### src/rtl/dual_rail_pkg.sv
// -----------------------------------------------------------------------------
// dual_rail_pkg
// Shared types and constants for the dual-rail link receiver:
//   - wpair_t          : wire pair written {bit1, bit0}
//   - W_00..W_11       : named wire-pair values
//   - SYM_ZERO..SYM_FD : 3-bit decoded symbol codes
//   - state_e          : decode FSM state encoding
// -----------------------------------------------------------------------------
package dual_rail_pkg;

    typedef logic [1:0] wpair_t;

    localparam wpair_t W_00 = 2'b00;
    localparam wpair_t W_01 = 2'b01;
    localparam wpair_t W_10 = 2'b10;
    localparam wpair_t W_11 = 2'b11;

    localparam logic [2:0] SYM_ZERO = 3'd0;
    localparam logic [2:0] SYM_ONE  = 3'd1;
    localparam logic [2:0] SYM_X0   = 3'd2;
    localparam logic [2:0] SYM_FE   = 3'd3;
    localparam logic [2:0] SYM_FS   = 3'd4;
    localparam logic [2:0] SYM_FD   = 3'd5;

    typedef enum logic [3:0] {
        S_IDLE = 4'd0,
        S_A0   = 4'd1,
        S_A1   = 4'd2,
        S_B0   = 4'd3,
        S_B1   = 4'd4,
        S_C_X0 = 4'd5,
        S_C_FS = 4'd6,
        S_C_FE = 4'd7,
        S_C_FD = 4'd8,
        S_HOLD = 4'd9,
        S_ERR  = 4'd10
    } state_e;

endpackage

### src/rtl/dual_rail_receiver_if.sv
// -----------------------------------------------------------------------------
// dual_rail_receiver_if
// Link-side signals of the dual-rail receiver.
//   bit0, bit1 : dual-rail wire pair (asynchronous to clk)
//   ack        : four-phase acknowledge back to the sender
//   sym        : decoded 3-bit symbol code
//   sym_valid  : sym holds an unconsumed symbol
//   sym_ready  : consumer accepts sym
//   err        : one-cycle protocol-violation pulse
// Modports: slave = the receiver, master = sender/consumer environment.
// -----------------------------------------------------------------------------
interface dual_rail_receiver_if;
    import dual_rail_pkg::*;

    logic       bit0;
    logic       bit1;
    logic       ack;
    logic [2:0] sym;
    logic       sym_valid;
    logic       sym_ready;
    logic       err;

    modport slave (
        input  bit0, bit1, sym_ready,
        output ack, sym, sym_valid, err
    );

    modport master (
        output bit0, bit1, sym_ready,
        input  ack, sym, sym_valid, err
    );
endinterface

### src/rtl/dual_rail_filter.sv
// -----------------------------------------------------------------------------
// dual_rail_filter
// Brings the wire pair into the clk domain and removes short glitches.
// A new pair value is accepted only after it has been seen for STABLE_CYCLES
// consecutive samples. On the accepting edge w_upd is high and w_next carries
// the value, so the decoder commits on the same edge as w_f.
// Macro DUAL_RAIL_SYNC_EN: when defined, a two-flop synchronizer precedes the
// stability counter; otherwise the wires are sampled directly.
// Ports:
//   clk, rst_n   : clock, asynchronous active-low reset
//   bit0, bit1   : raw wires
//   w_f          : filtered (accepted) wire pair, registered
//   w_next       : current sample, valid as the new value when w_upd is high
//   w_upd        : w_f takes w_next on this edge
// -----------------------------------------------------------------------------
module dual_rail_filter
    import dual_rail_pkg::*;
#(
    parameter int unsigned STABLE_CYCLES = 2
) (
    input  logic   clk,
    input  logic   rst_n,
    input  logic   bit0,
    input  logic   bit1,
    output wpair_t w_f,
    output wpair_t w_next,
    output logic   w_upd
);

    localparam logic [3:0] STABLE_N = 4'(STABLE_CYCLES);

    wpair_t     samp_s;
    wpair_t     w_f_r;
    wpair_t     cand_r;
    wpair_t     cand_nxt_s;
    logic [3:0] cnt_r;
    logic [3:0] cnt_nxt_s;
    logic       upd_s;

`ifdef DUAL_RAIL_SYNC_EN
    wpair_t sync1_r;
    wpair_t sync2_r;

    // Two-flop synchronizer for the asynchronous wire pair.
    always_ff @(posedge clk or negedge rst_n) begin
        if (!rst_n) begin
            sync1_r <= W_00;
            sync2_r <= W_00;
        end else begin
            sync1_r <= {bit1, bit0};
            sync2_r <= sync1_r;
        end
    end

    assign samp_s = sync2_r;
`else
    assign samp_s = {bit1, bit0};
`endif

    // Count consecutive identical samples that differ from the accepted value;
    // a different sample restarts the count at one.
    always_comb begin
        cnt_nxt_s  = 4'd0;
        cand_nxt_s = samp_s;
        upd_s      = 1'b0;
        if (samp_s == w_f_r) begin
            cnt_nxt_s = 4'd0;
        end else begin
            if (samp_s == cand_r) begin
                cnt_nxt_s = cnt_r + 4'd1;
            end else begin
                cnt_nxt_s = 4'd1;
            end
            if (cnt_nxt_s >= STABLE_N) begin
                upd_s     = 1'b1;
                cnt_nxt_s = 4'd0;
            end else begin
                upd_s = 1'b0;
            end
        end
    end

    // Stability counter, candidate value and accepted wire pair.
    always_ff @(posedge clk or negedge rst_n) begin
        if (!rst_n) begin
            cnt_r  <= 4'd0;
            cand_r <= W_00;
            w_f_r  <= W_00;
        end else begin
            cnt_r  <= cnt_nxt_s;
            cand_r <= cand_nxt_s;
            if (upd_s) begin
                w_f_r <= samp_s;
            end
        end
    end

    assign w_f    = w_f_r;
    assign w_next = samp_s;
    assign w_upd  = upd_s;

endmodule

### src/rtl/dual_rail_receiver.sv
// -----------------------------------------------------------------------------
// dual_rail_receiver
// Receiving end of the four-phase dual-rail link. Filtered wire transitions are
// decoded into one of six symbols (ZERO, ONE, X0, FE, FS, FD), each accepted
// non-final transition toggles ack, and the finished symbol is placed in a
// one-entry valid/ready slot. If the slot is busy at the final transition the
// receiver parks in HOLD with ack high, which stalls the sender.
// Macro DUAL_RAIL_SYNC_EN: adds a two-flop synchronizer in dual_rail_filter.
// Ports:
//   clk, rst_n : clock, asynchronous active-low reset
//   link       : dual_rail_receiver_if.slave (bit0/bit1/ack, sym/sym_valid/
//                sym_ready, err)
// Parameter STABLE_CYCLES (1..15): samples a new wire value must hold.
// -----------------------------------------------------------------------------
module dual_rail_receiver
    import dual_rail_pkg::*;
#(
    parameter int unsigned STABLE_CYCLES = 2
) (
    input logic                  clk,
    input logic                  rst_n,
    dual_rail_receiver_if.slave  link
);

    localparam logic [3:0] ST_IDLE = S_IDLE;
    localparam logic [3:0] ST_A0   = S_A0;
    localparam logic [3:0] ST_A1   = S_A1;
    localparam logic [3:0] ST_B0   = S_B0;
    localparam logic [3:0] ST_B1   = S_B1;
    localparam logic [3:0] ST_C_X0 = S_C_X0;
    localparam logic [3:0] ST_C_FS = S_C_FS;
    localparam logic [3:0] ST_C_FE = S_C_FE;
    localparam logic [3:0] ST_C_FD = S_C_FD;
    localparam logic [3:0] ST_HOLD = S_HOLD;
    localparam logic [3:0] ST_ERR  = S_ERR;

    wpair_t     w_f_s;
    wpair_t     w_next_s;
    wpair_t     w_eff_s;
    logic       w_upd_s;

    logic [3:0] state_r, state_nxt_s, step_state_s;
    logic       ack_r, ack_nxt_s;
    logic [2:0] sym_r, sym_nxt_s;
    logic [2:0] hold_sym_r, hold_sym_nxt_s;
    logic       sym_valid_r, sym_valid_nxt_s;
    logic       err_r;

    logic       step_s, fin_s, viol_s, release_s, err_clear_s, load_s;
    logic [2:0] fin_code_s;
    logic       xfer_s, slot_free_s;

    dual_rail_filter #(
        .STABLE_CYCLES (STABLE_CYCLES)
    ) u_filter (
        .clk    (clk),
        .rst_n  (rst_n),
        .bit0   (link.bit0),
        .bit1   (link.bit1),
        .w_f    (w_f_s),
        .w_next (w_next_s),
        .w_upd  (w_upd_s)
    );

    assign w_eff_s     = w_upd_s ? w_next_s : w_f_s;
    assign xfer_s      = sym_valid_r & link.sym_ready;
    assign slot_free_s = ~sym_valid_r | link.sym_ready;

    // Classify the current filtered event against the legal transition table.
    always_comb begin
        step_s       = 1'b0;
        step_state_s = state_r;
        fin_s        = 1'b0;
        fin_code_s   = SYM_ZERO;
        viol_s       = 1'b0;
        release_s    = 1'b0;
        err_clear_s  = 1'b0;
        if (state_r > ST_ERR) begin
            viol_s = 1'b1;
        end else if (state_r == ST_ERR) begin
            err_clear_s = (w_eff_s == W_00);
        end else if (state_r == ST_HOLD) begin
            // the sender must not move while ack is still high
            viol_s    = w_upd_s;
            release_s = ~w_upd_s & slot_free_s;
        end else if (w_upd_s) begin
            case ({state_r, w_next_s})
                {ST_IDLE, W_01}: begin step_s = 1'b1; step_state_s = ST_A0;   end
                {ST_IDLE, W_10}: begin step_s = 1'b1; step_state_s = ST_A1;   end
                {ST_A0,   W_11}: begin step_s = 1'b1; step_state_s = ST_B0;   end
                {ST_A1,   W_11}: begin step_s = 1'b1; step_state_s = ST_B1;   end
                {ST_B0,   W_01}: begin step_s = 1'b1; step_state_s = ST_C_X0; end
                {ST_B0,   W_10}: begin step_s = 1'b1; step_state_s = ST_C_FS; end
                {ST_B1,   W_10}: begin step_s = 1'b1; step_state_s = ST_C_FE; end
                {ST_B1,   W_01}: begin step_s = 1'b1; step_state_s = ST_C_FD; end
                {ST_A0,   W_00}: begin fin_s  = 1'b1; fin_code_s   = SYM_ZERO; end
                {ST_A1,   W_00}: begin fin_s  = 1'b1; fin_code_s   = SYM_ONE;  end
                {ST_C_X0, W_00}: begin fin_s  = 1'b1; fin_code_s   = SYM_X0;   end
                {ST_C_FS, W_00}: begin fin_s  = 1'b1; fin_code_s   = SYM_FS;   end
                {ST_C_FE, W_00}: begin fin_s  = 1'b1; fin_code_s   = SYM_FE;   end
                {ST_C_FD, W_00}: begin fin_s  = 1'b1; fin_code_s   = SYM_FD;   end
                default:         begin viol_s = 1'b1; end
            endcase
        end else begin
            step_s = 1'b0;
        end
    end

    // Resolve the classified event into next state, ack level and slot load.
    always_comb begin
        state_nxt_s    = state_r;
        ack_nxt_s      = ack_r;
        sym_nxt_s      = sym_r;
        hold_sym_nxt_s = hold_sym_r;
        load_s         = 1'b0;
        if (viol_s) begin
            state_nxt_s = ST_ERR;
            ack_nxt_s   = 1'b0;
        end else if (err_clear_s) begin
            state_nxt_s = ST_IDLE;
        end else if (release_s) begin
            load_s      = 1'b1;
            sym_nxt_s   = hold_sym_r;
            ack_nxt_s   = 1'b0;
            state_nxt_s = ST_IDLE;
        end else if (fin_s) begin
            if (slot_free_s) begin
                load_s      = 1'b1;
                sym_nxt_s   = fin_code_s;
                ack_nxt_s   = 1'b0;
                state_nxt_s = ST_IDLE;
            end else begin
                // ack stays high so the sender cannot start the next symbol
                hold_sym_nxt_s = fin_code_s;
                state_nxt_s    = ST_HOLD;
            end
        end else if (step_s) begin
            state_nxt_s = step_state_s;
            ack_nxt_s   = ~ack_r;
        end else begin
            state_nxt_s = state_r;
        end

        if (load_s) begin
            sym_valid_nxt_s = 1'b1;
        end else if (xfer_s) begin
            sym_valid_nxt_s = 1'b0;
        end else begin
            sym_valid_nxt_s = sym_valid_r;
        end
    end

    // FSM, ack, output slot and error pulse registers.
    always_ff @(posedge clk or negedge rst_n) begin
        if (!rst_n) begin
            state_r     <= ST_IDLE;
            ack_r       <= 1'b0;
            sym_r       <= SYM_ZERO;
            hold_sym_r  <= SYM_ZERO;
            sym_valid_r <= 1'b0;
            err_r       <= 1'b0;
        end else begin
            state_r     <= state_nxt_s;
            ack_r       <= ack_nxt_s;
            sym_r       <= sym_nxt_s;
            hold_sym_r  <= hold_sym_nxt_s;
            sym_valid_r <= sym_valid_nxt_s;
            err_r       <= viol_s;
        end
    end

    assign link.ack       = ack_r;
    assign link.sym       = sym_r;
    assign link.sym_valid = sym_valid_r;
    assign link.err       = err_r;

endmodule

### src/flat_wrapper.sv
// flat-port wrapper written by rule: the top's interface ports become plain ports
module dual_rail_receiver_flat import dual_rail_pkg::*;
#(
    parameter int unsigned STABLE_CYCLES = 2
)
  (clk, rst_n, link_bit0, link_bit1, link_sym_ready, link_ack, link_sym, link_sym_valid, link_err);
  dual_rail_receiver_if link_i ();
  input logic clk;
  input logic rst_n;
  input wire logic [$bits(link_i.bit0)-1:0] link_bit0;
  input wire logic [$bits(link_i.bit1)-1:0] link_bit1;
  input wire logic [$bits(link_i.sym_ready)-1:0] link_sym_ready;
  output wire logic [$bits(link_i.ack)-1:0] link_ack;
  output wire logic [$bits(link_i.sym)-1:0] link_sym;
  output wire logic [$bits(link_i.sym_valid)-1:0] link_sym_valid;
  output wire logic [$bits(link_i.err)-1:0] link_err;
  assign link_i.bit0 = link_bit0;
  assign link_i.bit1 = link_bit1;
  assign link_i.sym_ready = link_sym_ready;
  assign link_ack = link_i.ack;
  assign link_sym = link_i.sym;
  assign link_sym_valid = link_i.sym_valid;
  assign link_err = link_i.err;
  dual_rail_receiver #(.STABLE_CYCLES(STABLE_CYCLES)) u_core (.clk(clk), .rst_n(rst_n), .link(link_i));
endmodule
### config.mk
export PLATFORM = sky130hd
export DESIGN_NAME = dual_rail_receiver_flat
export DESIGN_NICKNAME = d
export VERILOG_FILES = /design/src/rtl/dual_rail_pkg.sv /design/src/rtl/dual_rail_receiver_if.sv /design/src/rtl/dual_rail_filter.sv /design/src/rtl/dual_rail_receiver.sv /design/src/flat_wrapper.sv
export SDC_FILE = /design/constraint.sdc
export NUM_CORES = 1
export LEC_CHECK = 0
export CAP_MARGIN = 20
export CORE_UTILIZATION = 30
export CTS_BUF_LIST = sky130_fd_sc_hd__clkbuf_8
export CTS_CLUSTER_SIZE = 30
export DETAILED_ROUTE_END_ITERATION = 8
export DONT_BUFFER_PORTS = 1
export PLACE_DENSITY = 0.41
export SYNTH_ARGS = -nofsm -noshare
export SYNTH_HDL_FRONTEND = slang
export SYNTH_SLANG_ARGS = --single-unit
export TNS_END_PERCENT = 1
### constraint.sdc
create_clock -name clk -period 3.25 [get_ports clk]
set_input_delay 0.1625 -clock clk [delete_from_list [all_inputs] [get_ports clk]]
set_output_delay 0.1625 -clock clk [all_outputs]
set_load 0.05 [all_outputs]
==> results.md <==
- Post-cts resize count: 0
- Detailed Place HPWL: 2120 um
- Fraction of layout cells with a size suffix above 1: 0.173
- Crit path cell chain: ha_1 -> nor4_1 -> or3_4 -> nor2_1 -> mux2_2 -> or4_4 -> a311o_1
- Most common flop cell mapped by yosys: dfrtp_1
- Vias per cell: 5.42
- CP required: 3.39 ns
- Tmin final: 2.76 ns
- Worst setup path category: reg -> reg
- Post-route clock skew: 0.00444 ns
- Synth warn: 0
- GRT overflow: 0
- Final wirelength: 3030 um
- CP endpoint kind: register
- Top cells by count, synth: 21 x dfrtp_1, 10 x mux2_2, 9 x clkbuf_1, 9 x nand2_1, 7 x xor2_1
- Crit-path slowest cell: or4_4
- Top-count cell post-synth: dfrtp_1
- Post-synth top area share: 0.378
- First-pass GRT wire length: 5290 um
- Max-cap violation count: 0
- Pin count of the biggest net entering global routing: 22
- Maximum VDD drop: 0.000274 V
- Vias in the first global route: 1060
- Initial antenna violation count: 0
- #FFs+latches synth: 21
- GRT Resource Usage Total: 0.137
- PwrDens: 679 mW/mm^2
- RSZ-0062 raised after global routing: false
- Routed Antenna Nets: 0
- Post-Syn Area: 0.00139 mm^2
- Io pins: 11
- Origin of the worst setup path: u_core.u_filter.cnt_r[0]$_DFF_PN0_
- Fin util: 0.347
- Final Max Tran Viols: 0
- Layout filler cell count: 444
- FF/Latch Area: 526 um^2
- DIE HEIGHT: 70.0 um
- Synth Area per Inst: 10.1 um^2
- Routability cong.: 0.769
- Worst-Margin Slew: 0.796 ns
- Routed vias: 1035
- Clock latency at the later pin of the worst-skew pair: 0.26 ns
- R2r startpoint: u_core.u_filter.cnt_r[0]$_DFF_PN0_
- CTS tree: done
- Num CTS Buffers: 3
- Wire per inst: 15.9 um
- Rel. slew slack: 0.468
- Cell leakage power: 0.652 nW
- Max clock buf depth: 2
- Top post-synthesis cells by area: dfrtp_1 38%, mux2_2 8.1%, xor2_1 4.4%
- Hold path startpoint: link_bit1
- Row Count: 24
- CTS clk-pin slew, worst paths: 0.08 ns
- Area delta synth->final: 10.3%
- Synth area leader: dfrtp_1
- Worst Hold Class: in -> reg
- Crit-path max cell delay: 0.43 ns
- Register area share after synthesis: 0.378
- Input/output buffers: 0
- Starting Density: 0.315
- Post-synth cell types: 49
- Async S/R FF share, synth: 1.00
- Tcrit/Tclk final: 0.848
- Outcome: finished clean
- Setup TNS: 0 ns
- # nets final: 146
- Die area: 0.00491 mm^2
- Final setup fails: 0
- Post-synth EDFFs: 0
- DR pass1 iterations: 4
- H-tree depth: 1
- Crit-path max FO: 4
- Root buffer cell: clkbuf_8
- DRC Markers: 0
- # diodes: 0
- Clk sinks: 21
- CORE AREA: 0.00441 mm^2
- Multi-input logic area: 815 um^2
- Crit path launch type: register
- Arr. time, crit path: 2.90 ns
- Cells after Synth: 138
- Hold Fails Final Rpt: 0
- Drt first-iter violations: 78
- Die extent in x: 70.0 um
- Fmax: 0.363 GHz
==> sequential cells by signal, summed over array words and instances (netlist names) <==
name,cells
u_core.u_filter.cand_r,2
u_core.u_filter.cnt_r,4
u_core.link.ack,1
u_core.hold_sym_r,3
u_core.link.sym,3
u_core.u_filter.w_f,2
u_core.state_r,4
u_core.link.err,1
u_core.link.sym_valid,1
==> where the power goes <==
group | leakage (nW) | total (W) | switching (W) | internal [W]
logic | 0.358 | 0.000399 | 0.000203 | 0.000195
registers | 0.268 | 0.000471 | 0.000159 | 0.000313
clock network | 0.0255 | 0.000169 | 0.0000837 | 0.0000854
==> layer usage <==
metal	up-vias	GRT usage	routed length, um
met5	-	0	0
met1	501	0.202	1510
met2	24	0.198	1350
met3	4	0.0332	145
li1	506	-	-
met4	0	0.0356	31
==> layout by cell type, fill, tap and decap left out, drive strengths merged, types with 2 or more instances in the layout <==
cell type | synthesis | layout
nand3b | 2 | 2
xor2 | 8 | 8
nor2b | 2 | 2
o21bai | 2 | 2
xnor2 | 3 | 3
nand2 | 9 | 9
nor3b | 3 | 3
buf | 2 | 3
nor4b | 3 | 3
dlygate4sd3 | 0 | 3
dfrtp | 21 | 21
a211oi | 4 | 4
nor4 | 3 | 3
mux2i | 3 | 3
a21oi | 6 | 6
conb | 1 | 3
and3b | 2 | 2
inv | 2 | 2
nor3 | 4 | 4
a21o | 4 | 4
nand3 | 2 | 2
mux2 | 10 | 10
nor2 | 6 | 6
o21ai | 3 | 3
clkbuf | 9 | 3
a32o | 3 | 3
and2 | 3 | 3
==> metrics by stage <==
stage	hold slack (ns)	cell area (um^2)	total power [W]	std cells	worst slack [ns]
2_1_floorplan	-0.133	1400	0.000784	140	0.631
3_3_place_gp	-0.132	1430	0.000862	183	0.553
3_5_place_dp	-0.132	1430	0.000858	183	0.507
4_1_cts	0.0476	1500	0.00104	190	0.493
5_1_grt	0.0460	1530	0.00112	191	0.247
6_report	0.0522	1530	0.00104	191	0.494
==> worst max-delay path, delay by kind of cell (launching register included) <==
| kind | cells | cell delay, ns |
|---|---|---|
| AND/OR/NAND/NOR | 4 | 1.13 |
| flip-flops | 1 | 0.41 |
| multiplexers | 1 | 0.40 |
| AO/OA/AOI/OAI | 1 | 0.36 |
| adder cells (fa/ha/maj) | 1 | 0.34 |
==> repair_timing <==
action,in CTS,in global routing
endpoints found under the hold margin,23,0
buffers inserted,0,0
hold buffers,3,0
==> area by class of cell <==
class | instances | share of cell area
inverter | 2 | 0.00490
sequential | 21 | 0.343
clock inverter | 1 | 0.00327
clock buffer | 3 | 0.0270
tap | 52 | 0.0425
multi-input combinational | 106 | 0.532
timing repair buffer | 6 | 0.0474
==> path summary, 6_finish.rpt <==
check	to	slack, ns	depth (start not counted)
worst max-delay path	u_core.state_r[3]$_DFFE_PN0P_	0.49	7
worst min-delay path	u_core.u_filter.w_f[1]$_DFF_PN0_	0.05	1
worst max register to register	u_core.state_r[3]$_DFFE_PN0P_	0.49	7
worst min register to register	u_core.hold_sym_r[2]$_DFFE_PN0P_	0.51	1
max in group asynchronous	u_core.hold_sym_r[0]$_DFFE_PN0P_	2.72	2
min in group asynchronous	u_core.u_filter.cand_r[1]$_DFF_PN0_	0.17	1
==> kinds of logic (layout without fill, tap and decap cells) <==
logic type	count (synthesis)	count (layout)	share of synthesized area
AND/OR/NAND/NOR	47	47	0.215
AO/OA/AOI/OAI	31	31	0.177
flip-flops	21	21	0.378
multiplexers	13	13	0.103
buffers and inverters	13	12	0.0405
XOR/XNOR	11	11	0.0748
adder cells (fa/ha/maj)	1	1	0.00901
other	1	3	0.00270
Power figures use the tool's default switching activity.
